**config.mk**
```make
export PLATFORM = sky130hd
export DESIGN_NAME = writeback_unit
export DESIGN_NICKNAME = d
export VERILOG_FILES = /design/src/rtl/writeback_unit.sv
export SDC_FILE = /design/constraint.sdc
export NUM_CORES = 1
export LEC_CHECK = 0
export CORE_MARGIN = 2
export CORE_UTILIZATION = 47
export CTS_BUF_LIST = sky130_fd_sc_hd__clkbuf_8
export DETAILED_ROUTE_END_ITERATION = 10
export DONT_BUFFER_PORTS = 1
export PLACE_DENSITY = 0.73
export SYNTH_ARGS = -nofsm -noshare
export SYNTH_HDL_FRONTEND = slang
export SYNTH_SLANG_ARGS = --single-unit
```
**constraint.sdc**
```tcl
create_clock -name clk -period 4.7 [get_ports clk]
set_input_delay 0.235 -clock clk [delete_from_list [all_inputs] [get_ports clk]]
set_output_delay 0.235 -clock clk [all_outputs]
set_load 0.02 [all_outputs]
```
**src/rtl/writeback_unit.sv**
```systemverilog
// writeback_unit: buffers execute-stage results in a small FIFO and retires
// them to the register-file write port one per cycle, while forwarding the
// newest pending value for the two operand read addresses.
module writeback_unit #(
  parameter int DEPTH  = 4,
  parameter int DATA_W = 32,
  parameter int ADDR_W = 3
) (
  input  logic                       clk,
  input  logic                       rst,
  input  logic                       inValid,
  output logic                       inReady,
  input  logic [ADDR_W-1:0]          inAddr,
  input  logic [DATA_W-1:0]          inData,
  input  logic                       portBusy,
  input  logic                       flush,
  output logic                       writeEnable,
  output logic [ADDR_W-1:0]          writeAddr,
  output logic [DATA_W-1:0]          writeData,
  input  logic [ADDR_W-1:0]          readAddrA,
  input  logic [ADDR_W-1:0]          readAddrB,
  output logic                       fwdHitA,
  output logic                       fwdHitB,
  output logic [DATA_W-1:0]          fwdDataA,
  output logic [DATA_W-1:0]          fwdDataB,
  output logic [$clog2(DEPTH):0]     count,
  output logic                       busy
);

  localparam int PTR_W = $clog2(DEPTH);
  localparam int CNT_W = PTR_W + 1;

  // FIFO storage; kept in flops because every slot is searched for forwarding
  logic [ADDR_W-1:0] mem_addr [DEPTH];
  logic [DATA_W-1:0] mem_data [DEPTH];

  logic [PTR_W-1:0]  wr_ptr_q, wr_ptr_d;
  logic [PTR_W-1:0]  rd_ptr_q, rd_ptr_d;
  logic [CNT_W-1:0]  count_q, count_d;
  logic              we_q, we_d;
  logic [ADDR_W-1:0] waddr_q, waddr_d;
  logic [DATA_W-1:0] wdata_q, wdata_d;

  logic              in_ready;
  logic              push;
  logic              pop;

  // Slot index and validity of each entry ordered by age (0 = head/oldest)
  logic [PTR_W-1:0]  age_idx   [DEPTH];
  logic [DEPTH-1:0]  age_valid;

  logic              fwd_hit_a, fwd_hit_b;
  logic [DATA_W-1:0] fwd_data_a, fwd_data_b;

  // Ready depends on occupancy only; a same-cycle pop does not free a slot
  assign in_ready = !rst && (count_q < CNT_W'(DEPTH));
  assign push     = inValid && in_ready && !flush;
  assign pop      = (count_q != '0) && !portBusy && !flush;

  generate
    for (genvar gi = 0; gi < DEPTH; gi++) begin : g_age
      assign age_idx[gi]   = rd_ptr_q + PTR_W'(gi);
      assign age_valid[gi] = CNT_W'(gi) < count_q;
    end
  endgenerate

  // Next-state for pointers, occupancy and the registered write port
  always_comb begin
    wr_ptr_d = wr_ptr_q;
    rd_ptr_d = rd_ptr_q;
    count_d  = count_q;
    we_d     = pop;
    waddr_d  = waddr_q;
    wdata_d  = wdata_q;
    if (flush) begin
      wr_ptr_d = '0;
      rd_ptr_d = '0;
      count_d  = '0;
    end else begin
      if (push) wr_ptr_d = wr_ptr_q + 1'b1;
      if (pop)  rd_ptr_d = rd_ptr_q + 1'b1;
      if (push && !pop)      count_d = count_q + 1'b1;
      else if (pop && !push) count_d = count_q - 1'b1;
    end
    if (pop) begin
      waddr_d = mem_addr[rd_ptr_q];
      wdata_d = mem_data[rd_ptr_q];
    end
  end

  // State registers; reset drops all queued entries immediately
  always_ff @(posedge clk or posedge rst) begin
    if (rst) begin
      wr_ptr_q <= '0;
      rd_ptr_q <= '0;
      count_q  <= '0;
      we_q     <= 1'b0;
      waddr_q  <= '0;
      wdata_q  <= '0;
    end else begin
      wr_ptr_q <= wr_ptr_d;
      rd_ptr_q <= rd_ptr_d;
      count_q  <= count_d;
      we_q     <= we_d;
      waddr_q  <= waddr_d;
      wdata_q  <= wdata_d;
    end
  end

  // Tail write into FIFO storage; contents are only meaningful while counted
  always_ff @(posedge clk) begin
    if (push) begin
      mem_addr[wr_ptr_q] <= inAddr;
      mem_data[wr_ptr_q] <= inData;
    end
  end

  // Forwarding: output register lowest priority, then FIFO oldest to newest so the newest match wins
  always_comb begin
    fwd_hit_a  = 1'b0;
    fwd_data_a = '0;
    fwd_hit_b  = 1'b0;
    fwd_data_b = '0;
    if (we_q && (waddr_q == readAddrA)) begin
      fwd_hit_a  = 1'b1;
      fwd_data_a = wdata_q;
    end
    if (we_q && (waddr_q == readAddrB)) begin
      fwd_hit_b  = 1'b1;
      fwd_data_b = wdata_q;
    end
    for (int k = 0; k < DEPTH; k++) begin
      if (age_valid[k] && (mem_addr[age_idx[k]] == readAddrA)) begin
        fwd_hit_a  = 1'b1;
        fwd_data_a = mem_data[age_idx[k]];
      end
      if (age_valid[k] && (mem_addr[age_idx[k]] == readAddrB)) begin
        fwd_hit_b  = 1'b1;
        fwd_data_b = mem_data[age_idx[k]];
      end
    end
  end

  assign inReady     = in_ready;
  assign writeEnable = we_q;
  assign writeAddr   = waddr_q;
  assign writeData   = wdata_q;
  assign fwdHitA     = fwd_hit_a;
  assign fwdHitB     = fwd_hit_b;
  assign fwdDataA    = fwd_data_a;
  assign fwdDataB    = fwd_data_b;
  assign count       = count_q;
  assign busy        = (count_q != '0) || we_q;

endmodule

```
# --- After elaboration in Yosys (flattened, before gate mapping) ---
# Memory sizes are Yosys's and may differ from the RTL's.
# Index checks and enable logic that the tools add are counted.
classes:
  add_sub_neg: 6
  order_cmp: 5
  n_eq_ne: 10
  mux: 29
  n_reduce_logical: 27
ops:
  columns: ["op", "count"]
  rows:
  - ["2-to-1 mux 32 bit", 10]
  - ["equality test 3 bit", 10]
  - ["logical AND 1 bit", 17]
  - ["2-to-1 mux 1 bit", 12]
  - ["2-to-1 mux 3 bit", 3]
  - ["2-to-1 mux 2 bit", 4]
  - ["< comparator 1 x 3 -> 1 bit, first input constant", 2]
  - ["< comparator 2 x 3 -> 1 bit, first input constant", 2]
  - ["nonzero test 3 bit", 2]
  - ["zero test 1 bit", 5]
  - ["adder 2 x 1 -> 2 bit, second input constant", 2]
  - ["adder 2 bit, second input constant", 2]
  - ["nonzero test 2 bit", 2]
  - ["adder 3 x 1 -> 3 bit, second input constant", 1]
  - ["< comparator 3 bit, second input constant", 1]
  - ["subtractor 3 x 1 -> 3 bit, second input constant", 1]
  - ["logical OR 1 bit", 1]
word_totals:
  register_bits: 43
  mem_bits_rw: 140
  in_bits: 46
  out_inout_bits: 107
  wordCells: 85
  memories: 2
mem_list:
  columns: ["name", "words", "width", "read_ports", "rd_clocked_by_memory_dff", "wr", "line_no", "source"]
  rows:
  - ["mem_data", 4, 32, 4, 0, 1, "35", "logic [DATA_W-1:0] mem_data [DEPTH];"]
  - ["mem_addr", 4, 3, 4, 0, 1, "34", "logic [ADDR_W-1:0] mem_addr [DEPTH];"]

# --- Logic depth before layout (Yosys ltp) ---
depth:
  word_depth: 9
  depth_mapped: 12
  mapped_depth_nobuf: 7

# --- Worst setup path before layout ---
# Ideal clock, no wire load.
synth_timing:
  kind: "reg-to-output"
  startpoint: "register rd_ptr_q[1]"
  endpoint: "output fwdDataA[10]"
  arrival_time_ps: 2361
  required_ps: 4465
  setup_slack_ps: 2104
  path_stages_with_launch: 12
  path_buffers: 5
  cell_sequence: "dfrtp_1 buf_6 buf_12 buf_6 mux2i_1 xnor2_1 nor3_2 o211a_1 buf_2 buf_6 a221o_1 o221ai_1"
synth_between:
  elab_chain_len: 7
  word_cells_on_any_way: 17
synth_rtl:
  columns: ["element", "line_no", "source"]
  rows:
  - ["start, declared", "38", "logic [PTR_W-1:0] rd_ptr_q, rd_ptr_d;"]
  - ["start signal, assigned", "102", "rd_ptr_q <= rd_ptr_d;"]
  - ["adder 2 x 1 -> 2 bit or memory read (4 x 3 bit) (tied branches)", null, null]
  - ["memory read (4 x 3 bit) or equality test 3 bit (tied branches)", null, null]
  - ["equality test 3 bit or logical AND 1 bit (tied branches)", "133", "if (age_valid[k] && (mem_addr[age_idx[k]] == readAddrA)) begin"]
  - ["logical AND 1 bit or 2-to-1 mux 32 bit (tied branches)", "133", null]
  - ["2-to-1 mux 32 bit (2 in series)", "133", null]
  - ["2-to-1 mux 32 bit (*)", "133", null]
  - ["end, declared", "24", "output logic [DATA_W-1:0] fwdDataA,"]
# Mark *: on every way between the ends. The rest lies on a longest branch, timed or not.

# --- Worst setup path after layout ---
layout_timing:
  startpoint: "register rd_ptr_q[1]"
  endpoint: "output fwdDataA[31]"
# The elaborated chain is that of the path after synthesis.

==> summary.md <==
| Metric | Value |
|---|---|
| Largest family of logic cells by synthesized area | `compound AO/OA/AOI/OAI gates` |
| Placed cell area | `0.0126 mm²` |
| Critical Path AT | `4000 ps` |
| Mux contribution to synthesized area | `0.129` |
| Worst setup SP type | `flop` |
| WL/cell | `22.1 µm` |
| Xor/xnor share of the synthesized area | `0.0298` |
| Status | `complete, no violations` |
| Share of the synthesized area in the top cell type | `0.342` |
| Drt pass-1 iters | `6` |
| TritonCTS clock tree | `yes` |
| Min Tclk post-route | `4230 ps` |
| Layout cells sized above 1 | `0.123` |
| Initial Utilization | `0.476` |
| Register area | `0.00529 mm²` |
| Crit-path max FO | `40` |
| Core Box Area | `0.0258 mm²` |
| TNS Setup | `0 ps` |
| Mapped Cells | `1289` |
| Max-cap violations | `0` |
| Post-Syn Nets | `1343` |
| GPL Wtd Cong | `0.866` |
| Post-synth cell types | `54` |
| Crit path cell chain | `mux2i_1 > mux2_2 > xor2_1 > o211a_2 > nand3b_4 > o221ai_1` |
| Fraction of the mapped netlist area in adder cells | `0.00815` |
| Worst min path class | `primary input to flop` |
| Number of global-route vias before repair | `10200` |
| Design Power | `0.00716 W` |
| Mean Syn Cell Area | `9.53 µm²` |
| Routed Antenna Nets | `0` |
| Worst setup margin | `468 ps` |
| Num rows | `59` |
| # H-tree levels | `4` |
| Dpl ws | `805 ps` |
| Top Layer Used | `met4` |
| Wl on met1 | `14600 µm` |
| P_leak | `4.60 nW` |
| Seq/Total Area, Yosys | `0.430` |
| Detail Placement HPWL | `23200 µm` |
| Slew margin rel. | `0.233` |
| Met2 wire length | `17300 µm` |
| Layout Skew | `18.8 ps` |
| Final Cycle Share | `0.900` |
| Initial DRC Count | `1244` |
| Final nets | `1340` |
| Remaining DRCs | `0` |
| Clock sinks | `183` |
| Max Freq | `236 MHz` |
| Die H | `166 µm` |
| Synth top area cells | `edfxtp_1, dfrtp_1, mux2i_1` |
| Post-Syn Area | `0.0123 mm²` |
| IO Pins | `153` |
| Clk pin slew, worst setup/hold paths | `90 ps` |
| Post-synth EDFFs | `140` |
| Post-Route WL | `36200 µm` |
| Worst path required time | `4470 ps` |
| Total die area | `0.0275 mm²` |
| Commonest cells in the netlist | `nand2_1, edfxtp_1, nor2_1` |
| VDD IR-drop max | `0.269 mV` |
| Via-to-Cell Ratio | `6.47` |
| GRT Total Usage | `0.257` |
| Top-count cell post-synth | `nand2_1` |
| Worst slew pin tran | `1150 ps` |
| Synth area leader | `edfxtp_1` |
| CP endpoint kind | `output pin` |
| Power Density | `531 mW/mm²` |
| Finished Cell Area | `0.0135 mm²` |
| Post-synthesis simple-gate area fraction | `0.133` |
| Die width | `166 µm` |
| Port-buffer cells | `0` |
| Met3 routed WL | `3200 µm` |
| Grt total ovfl | `0` |
| Largest net degree at the start of global routing | `110` |
| Via Count | `10600` |
| Multi-input logic area | `0.00643 mm²` |
| Total CTS buffers | `17` |
| First-pass GRT wire length | `56100 µm` |
| RSZ-0062 raised after global routing | `no` |
| Total number of yosys warnings | `0` |
| Compound-Gate Fraction of Synth Area | `0.219` |
| Fillers | `2280` |
| Crit path kind | `flop to output pin` |
| Fin. Hold Viols | `0` |
| Clock Tree Root | `clkbuf_8` |
| Final setup vio count | `0` |
| Clk buf depth | `2` |
| Slowest CP cell | `dfrtp_4` |
| Async SR Flop Fraction | `0.235` |
| Synth Register Bits | `183` |
| Area Growth Syn to Fin | `9.62%` |
| Initial antenna violation count | `1` |
| Max incr delay on CP | `850 ps` |
| Clk Latency, worst-skew pair | `470 ps` |
| Post-synth top flop | `edfxtp_1` |
| Slew Limit Fails | `0` |
==> sequential cells by signal, indices dropped and copies added, names as in the netlist <==
| signal | flops |
|---|---|
| wr_ptr_q | 2 |
| writeData | 32 |
| mem_addr | 12 |
| writeEnable | 1 |
| rd_ptr_q | 2 |
| mem_data | 128 |
| writeAddr | 3 |
| count | 3 |
==> cells by family (layout without fill, tap and decap cells) <==
| kind of cell | count (synthesis) | after routing |
|---|---|---|
| compound gates | 373 | 373 |
| xor+xnor | 41 | 41 |
| fa+ha+maj | 8 | 8 |
| buf+inv | 134 | 144 |
| flops | 183 | 183 |
| mux | 146 | 146 |
| other cells | 0 | 1 |
| simple gates | 404 | 404 |
==> worst max-delay path, delay by kind of cell (launching register included) <==
kind / cells / cell delay [ps]
compound gates: 2 / 1150
flops: 1 / 850
mux: 2 / 750
simple gates: 1 / 590
xor+xnor: 1 / 160
==> cell usage in the layout, fill, tap and decap left out, drive strengths merged, types with 4 or more instances in the layout <==
master / Yosys / layout
o21ai: 67 / 67
xnor2: 34 / 34
nand3: 4 / 4
edfxtp: 140 / 140
a311oi: 32 / 32
mux2i: 106 / 106
a211oi: 33 / 33
nor4: 4 / 4
a21oi: 100 / 100
a221o: 63 / 63
inv: 10 / 17
buf: 75 / 64
clkbuf: 49 / 17
o221ai: 65 / 65
nor3: 5 / 5
ha: 8 / 8
dfrtp: 43 / 43
nor2: 110 / 110
nand2: 262 / 262
dlygate4sd3: 0 / 38
mux2: 35 / 35
xor2: 7 / 7
mux4: 5 / 5
and2: 5 / 5
==> layer usage <==
layer	vias up	global-route usage
met4	0	0.103
met2	594	0.428
met1	5050	0.321
li1	4842	-
met5	-	0
met3	94	0.0640
==> stage by stage <==
stage	hold slack [ps]	std cells	util
final	106	1635	0.521
after global routing	91.6	1635	0.521
after CTS	77.8	1628	0.519
after detailed placement	305	1558	0.488
after global placement	302	1558	0.488
after floorplan	334	1289	-
==> what timing repair did <==
| action | CTS | global route |
|---|---|---|
| gates resized for setup | 0 | 0 |
| hold buffers | 38 | 0 |
| setup endpoints to repair | 0 | 1 |
| setup buffers | 0 | 6 |
| endpoints found under the hold margin | 190 | 0 |
==> final cells by class <==
| cell class | count | area share |
|---|---|---|
| timing repair buffer | 102 | 0.0658 |
| inverter | 10 | 0.00297 |
| antenna | 1 | 0.000186 |
| sequential | 183 | 0.393 |
| clock buffer | 17 | 0.0174 |
| tap | 335 | 0.0311 |
| multi-input combinational | 972 | 0.477 |
| clock inverter | 15 | 0.0130 |
==> worst paths after layout <==
kind / startpoint / end / slack (ps) / cells after the start
setup / recovery: rd_ptr_q[1] / fwdDataA[31] / 470 / 6
hold / removal: rst / wr_ptr_q[1] / 110 / 3
setup reg to reg: count[2] / mem_data[3][19] / 1760 / 4
hold reg to reg: wr_ptr_q[1] / wr_ptr_q[1] / 590 / 2
max in group asynchronous: rst / rd_ptr_q[0] / 3760 / 3
min in group asynchronous: rst / writeData[5] / 410 / 3
==> power breakdown <==
| part | total (W) | switching (W) | internal (W) |
|---|---|---|---|
| clock network | 0.00112 | 0.000589 | 0.000529 |
| registers | 0.00248 | 0.000541 | 0.00194 |
| logic | 0.00356 | 0.00237 | 0.00119 |
Note: power is estimated with default switching activity, not from simulation.
